**config.mk**
```make
export PLATFORM = sky130hd
export DESIGN_NAME = core_ctrl_wb_arb
export DESIGN_NICKNAME = d
export VERILOG_FILES = /design/src/rtl/core_ctrl_wb_arb.sv
export SDC_FILE = /design/constraint.sdc
export NUM_CORES = 1
export LEC_CHECK = 0
export ABC_AREA = 1
export BUFFER_PORTS_ARGS = -buffer_cell sky130_fd_sc_hd__buf_2
export CORE_ASPECT_RATIO = 1.2
export CORE_MARGIN = 1.5
export CORE_UTILIZATION = 40
export DETAILED_ROUTE_END_ITERATION = 6
export PLACE_DENSITY = 0.7
export RECOVER_POWER = 25
export SYNTH_ARGS = -nofsm -noshare
export SYNTH_HDL_FRONTEND = slang
export SYNTH_SLANG_ARGS = --single-unit
```
**constraint.sdc**
```tcl
create_clock -name clk -period 3.4 [get_ports clk]
set_clock_uncertainty 0.15 [all_clocks]
set_input_delay 0.51 -clock clk [delete_from_list [all_inputs] [get_ports clk]]
set_output_delay 0.51 -clock clk [all_outputs]
set_load 0.01 [all_outputs]
```
**src/rtl/core_ctrl_wb_arb.sv**
```systemverilog
// Round-robin writeback arbiter: NREQ one-entry result slots drained one per cycle
// into registered regfile-write / scoreboard-retire outputs. Optional macro CORE_WB_FWD_EN.
module core_ctrl_wb_arb #(
  parameter int NREQ = 3,
  parameter int XLEN = 32
) (
  input  logic                 clk,
  input  logic                 rstn,
  input  logic [NREQ-1:0]      req_valid,
  output logic [NREQ-1:0]      req_ready,
  input  logic [5*NREQ-1:0]    req_rd_idx,
  input  logic [XLEN*NREQ-1:0] req_data,
  output logic                 rf_wr_en,
  output logic [4:0]           rf_wr_idx,
  output logic [XLEN-1:0]      rf_wr_data,
  output logic                 scb_ret_reg_valid,
  output logic [4:0]           scb_ret_reg_idx,
  output logic [NREQ-1:0]      wb_pending,
  output logic                 fwd_valid,
  output logic [4:0]           fwd_idx,
  output logic [XLEN-1:0]      fwd_data
);

  localparam int PTR_W = (NREQ > 1) ? $clog2(NREQ) : 1;
  localparam logic [PTR_W:0]   NREQ_W = (PTR_W+1)'(NREQ);
  localparam logic [PTR_W-1:0] LAST_PTR = PTR_W'(NREQ - 1);

  logic [NREQ-1:0] slot_valid_q, slot_valid_d;
  logic [4:0]      slot_idx_q  [NREQ];
  logic [4:0]      slot_idx_d  [NREQ];
  logic [XLEN-1:0] slot_data_q [NREQ];
  logic [XLEN-1:0] slot_data_d [NREQ];

  logic [PTR_W-1:0] rr_ptr_q, rr_ptr_d;

  logic            rf_wr_en_q, rf_wr_en_d;
  logic [4:0]      rf_wr_idx_q, rf_wr_idx_d;
  logic [XLEN-1:0] rf_wr_data_q, rf_wr_data_d;
  logic            scb_valid_q, scb_valid_d;
  logic [4:0]      scb_idx_q, scb_idx_d;

  logic [NREQ-1:0]  grant;
  logic             gnt_any;
  logic [PTR_W-1:0] gnt_sel;
  logic [4:0]       gnt_idx;
  logic [XLEN-1:0]  gnt_data;

  // Scan slots starting at rr_ptr; the first occupied one wins.
  always_comb begin
    logic [PTR_W:0]   sum;
    logic [PTR_W-1:0] cand;
    grant   = '0;
    gnt_any = 1'b0;
    gnt_sel = '0;
    sum     = '0;
    cand    = '0;
    for (int k = 0; k < NREQ; k++) begin
      sum = {1'b0, rr_ptr_q} + (PTR_W+1)'(k);
      if (sum >= NREQ_W) begin
        sum = sum - NREQ_W;
      end
      cand = sum[PTR_W-1:0];
      if (!gnt_any && slot_valid_q[cand]) begin
        gnt_any     = 1'b1;
        gnt_sel     = cand;
        grant[cand] = 1'b1;
      end
    end
  end

  assign gnt_idx  = slot_idx_q[gnt_sel];
  assign gnt_data = slot_data_q[gnt_sel];

  // Ready depends only on slot state, so a draining slot can refill in the same cycle.
  assign req_ready  = ~slot_valid_q | grant;
  assign wb_pending = slot_valid_q;

  always_comb begin
    slot_valid_d = slot_valid_q;
    for (int i = 0; i < NREQ; i++) begin
      slot_idx_d[i]  = slot_idx_q[i];
      slot_data_d[i] = slot_data_q[i];
      if (req_valid[i] && req_ready[i]) begin
        slot_valid_d[i] = 1'b1;
        slot_idx_d[i]   = req_rd_idx[5*i +: 5];
        slot_data_d[i]  = req_data[XLEN*i +: XLEN];
      end else if (grant[i]) begin
        slot_valid_d[i] = 1'b0;
      end
    end
  end

  always_comb begin
    rr_ptr_d     = rr_ptr_q;
    rf_wr_en_d   = 1'b0;
    rf_wr_idx_d  = rf_wr_idx_q;
    rf_wr_data_d = rf_wr_data_q;
    scb_valid_d  = 1'b0;
    scb_idx_d    = scb_idx_q;
    if (gnt_any) begin
      rr_ptr_d     = (gnt_sel == LAST_PTR) ? '0 : gnt_sel + 1'b1;
      // x0 still retires to the scoreboard; only the regfile write is dropped.
      rf_wr_en_d   = (gnt_idx != 5'd0);
      rf_wr_idx_d  = gnt_idx;
      rf_wr_data_d = gnt_data;
      scb_valid_d  = 1'b1;
      scb_idx_d    = gnt_idx;
    end
  end

  always_ff @(posedge clk or negedge rstn) begin
    if (!rstn) begin
      slot_valid_q <= '0;
      for (int i = 0; i < NREQ; i++) begin
        slot_idx_q[i]  <= '0;
        slot_data_q[i] <= '0;
      end
      rr_ptr_q     <= '0;
      rf_wr_en_q   <= 1'b0;
      rf_wr_idx_q  <= '0;
      rf_wr_data_q <= '0;
      scb_valid_q  <= 1'b0;
      scb_idx_q    <= '0;
    end else begin
      slot_valid_q <= slot_valid_d;
      for (int i = 0; i < NREQ; i++) begin
        slot_idx_q[i]  <= slot_idx_d[i];
        slot_data_q[i] <= slot_data_d[i];
      end
      rr_ptr_q     <= rr_ptr_d;
      rf_wr_en_q   <= rf_wr_en_d;
      rf_wr_idx_q  <= rf_wr_idx_d;
      rf_wr_data_q <= rf_wr_data_d;
      scb_valid_q  <= scb_valid_d;
      scb_idx_q    <= scb_idx_d;
    end
  end

  assign rf_wr_en          = rf_wr_en_q;
  assign rf_wr_idx         = rf_wr_idx_q;
  assign rf_wr_data        = rf_wr_data_q;
  assign scb_ret_reg_valid = scb_valid_q;
  assign scb_ret_reg_idx   = scb_idx_q;

`ifdef CORE_WB_FWD_EN
  // Bypass shows the granted slot one cycle ahead of the registered write.
  logic fwd_hit;
  assign fwd_hit   = gnt_any & (gnt_idx != 5'd0);
  assign fwd_valid = fwd_hit;
  assign fwd_idx   = fwd_hit ? gnt_idx : 5'd0;
  assign fwd_data  = fwd_hit ? gnt_data : '0;
`else
  assign fwd_valid = 1'b0;
  assign fwd_idx   = 5'd0;
  assign fwd_data  = '0;
`endif

  a_grant_onehot: assert property (@(posedge clk) disable iff (!rstn) $onehot0(grant));
  a_grant_valid:  assert property (@(posedge clk) disable iff (!rstn) (grant & ~slot_valid_q) == '0);

endmodule

```
==> results.json <==
{
  "yosys.area_share.simple": 0.160,
  "violations": "capacitance limit, slew limit",
  "grt_pass1_wl_um": 29000,
  "routed_wl_um": 18100,
  "power.density_nw_per_um2": 1320,
  "h-tree-depth": 4,
  "via_per_inst": 4.94,
  "peakVddDrop_mv": 0.659,
  "wire_per_inst_um": 15.9,
  "leakagePower_nw": 4.36,
  "synth_edf_count": 0,
  "post_synth_xor_area_fraction": 0,
  "synthCells": 757,
  "die_w_um": 127,
  "synth_area_per_cell_um2": 9.79,
  "synth_top_area_share": 0.523,
  "synthMuxAreaShare": 0.0881,
  "worst_skew_pair.late_latency_ns": 0.43,
  "drtIter0Drc": 325,
  "cap_violations": 1,
  "pin_count": 204,
  "cp.buffers_inverters": 3,
  "fin_tns_setup_ns": 0,
  "cts_setup_buffers": 0,
  "crit_path_frequent_cell": "nand2_2",
  "dieArea_um2": 19400,
  "cts_buffers": 17,
  "p_total_mw": 11.5,
  "rsz0062_at_grt": "no",
  "cts_tree": "built",
  "synth.distinct_cells": 36,
  "cpMaxStageDelayCell": "dfrtp_1",
  "grt_pass1_vias": 5622,
  "routed-via-count": 5656,
  "core_region_area_um2": 18200,
  "crit_type": "reg2out",
  "ys_ff_latch": 155,
  "synth_seq_area_share": 0.523,
  "insertedDiodeCount": 0,
  "hold_path.class": "in2reg",
  "min_period_over_period": 0.897,
  "path_cells": "inv_1 -> ha_1 -> inv_2 -> nand2_1 -> nand3_1 -> nand2_2 -> nand3_4 -> nor2_4 -> a211oi_2 -> nand2_2 -> buf_2",
  "clock-sinks": 155,
  "portBuffers": 165,
  "drt_pre_antenna_iters": 5,
  "grt-ovfl-total": 0,
  "path_clk_slew_ns": 0.06,
  "slew_headroom": -0.666,
  "path_delay_family": "simple AND/OR/NAND/NOR gates",
  "max_stage_delay_ns": 0.38,
  "dpl.hpwl_um": 12600,
  "synthArstFlopShare": 1.00,
  "cts_root_buf": "clkbuf_16",
  "synth_top_cell_by_area": "dfrtp_1",
  "post-synth-top-count-cell": "dfrtp_1",
  "drcViolationCount": 0,
  "grt_antenna_before_repair": 0,
  "end_kind": "output port",
  "start_kind": "flip-flop",
  "syn_to_final_growth_pct": 17.6,
  "setup_viol": 0,
  "synth-compound-area-share": 0.119,
  "required_ns": 2.74,
  "cts_hold_buf": 0,
  "grt_max_degree": 114,
  "num-nets-final": 1029,
  "r2r_setup_slack_ns": 0.51,
  "slew_viol_final": 113,
  "yosys_warnings": 0,
  "netlist_area_um2": 7410,
  "crit_arrival_ns": 2.39,
  "synth_top_family_by_area": "simple AND/OR/NAND/NOR gates",
  "synth_ff_type": "dfrtp_1",
  "fmax_mhz": 328,
  "cts_buffer_depth": 2,
  "cts_resized": 0,
  "drive_gt1_frac": 0.297,
  "ant_nets": 0,
  "place_congestion": 0.919,
  "synthAdderAreaFrac": 0.00675,
  "synth_common_cells": "dfrtp_1, nand2_1, nor2_1",
  "num_rows": 54,
  "status": "complete, but fails checks",
  "netlist_top_cells_area": "dfrtp_1, nand2_1, a21oi_1, buf_4, mux2_1",
  "worstMarginPinSlew_ns": 2.50,
  "worstPathMaxFanout": 8,
  "grt.total_usage": 0.194,
  "finalCriticalPeriod_ns": 3.05,
  "die_h_um": 152,
  "initial_core_util": 0.408,
  "hold_viol_final": 0
}
-- path summary, 6_finish.rpt --
path,start,to,cells past startpoint
setup / recovery,rr_ptr_q[0],req_ready[2],11
hold / removal,req_data[3],slot_data_q[67],2
setup reg to reg,rr_ptr_q[0],slot_data_q[75],13
hold reg to reg,slot_idx_q[2],slot_idx_q[2],2
max in group asynchronous,rstn,slot_idx_q[12],1
min in group asynchronous,rstn,slot_data_q[43],1
-- state kept, by name, summed over array words and instances (netlist names) --
register,flops
slot_idx_q,15
scb_ret_reg_idx,5
scb_ret_reg_valid,1
wb_pending,3
slot_data_q,96
rf_wr_data,32
rf_wr_en,1
rr_ptr_q,2
-- cells by family (layout without fill, tap and decap cells) --
kind of cell	after synthesis	in the layout
AO/OA/AOI/OAI	149	149
adder cells (fa/ha/maj)	4	4
buffers and inverters	122	248
flip-flops	155	155
multiplexers	52	52
other	1	38
AND/OR/NAND/NOR	274	274
-- where the power goes --
group,total (mW),switching [mW],internal [mW]
combinational,6.44,3.99,2.45
sequential,3.43,0.542,2.89
clock,1.65,0.695,0.959
total,11.5,5.22,6.30
-- worst reg2reg max path: cells and delay by family (launching register included) --
kind	cells	cell delay, ns
AND/OR/NAND/NOR	5	0.69
buffers and inverters	4	0.55
flip-flops	1	0.38
adder cells (fa/ha/maj)	1	0.37
multiplexers	1	0.36
AO/OA/AOI/OAI	2	0.26
-- cells in the final DEF (no fill, tap or decap), drive strengths merged --
| cell type | instances |
|---|---|
| a31oi | 4 |
| clkinv | 4 |
| dfrtp | 155 |
| ha | 4 |
| nand3b | 1 |
| nand3 | 57 |
| nor2 | 98 |
| nand4 | 2 |
| buf | 181 |
| a211oi | 1 |
| conb | 38 |
| a21oi | 102 |
| o211ai | 1 |
| o21ai | 39 |
| nand2 | 116 |
| o22ai | 2 |
| clkbuf | 27 |
| inv | 36 |
| mux2 | 52 |
-- layer usage --
| layer | GRT usage | wire, um | vias up |
|---|---|---|---|
| met2 | 0.323 | 9130 | 169 |
| met3 | 0.0428 | 768 | 36 |
| met1 | 0.245 | 7730 | 2732 |
| met5 | 0 | 0 | - |
| li1 | - | - | 2719 |
| met4 | 0.0731 | 502 | 0 |
-- area by class of cell --
cell class	count	area (um2)
fill	1777	9460
multi-input combinational	517	2920
timing repair buffer	181	996
clock inverter	3	15.0
sequential	155	3880
tap	224	280
inverter	37	144
clock buffer	27	483
-- per-stage QoR --
step | cells | hold slack [ns] | util | setup slack [ns] | instance area [um2]
6_report | 1144 | 0.143 | 0.480 | 0.349 | 8720
4_1_cts | 1144 | 0.134 | 0.480 | 0.338 | 8720
3_5_place_dp | 1114 | 0.309 | 0.453 | 0.518 | 8230
2_1_floorplan | 794 | 0.0644 | - | 1.02 | 7550
3_3_place_gp | 1114 | 0.305 | 0.453 | 0.614 | 8230
5_1_grt | 1144 | 0.140 | 0.480 | 0.209 | 8720
(Power assumes the default switching activity.)
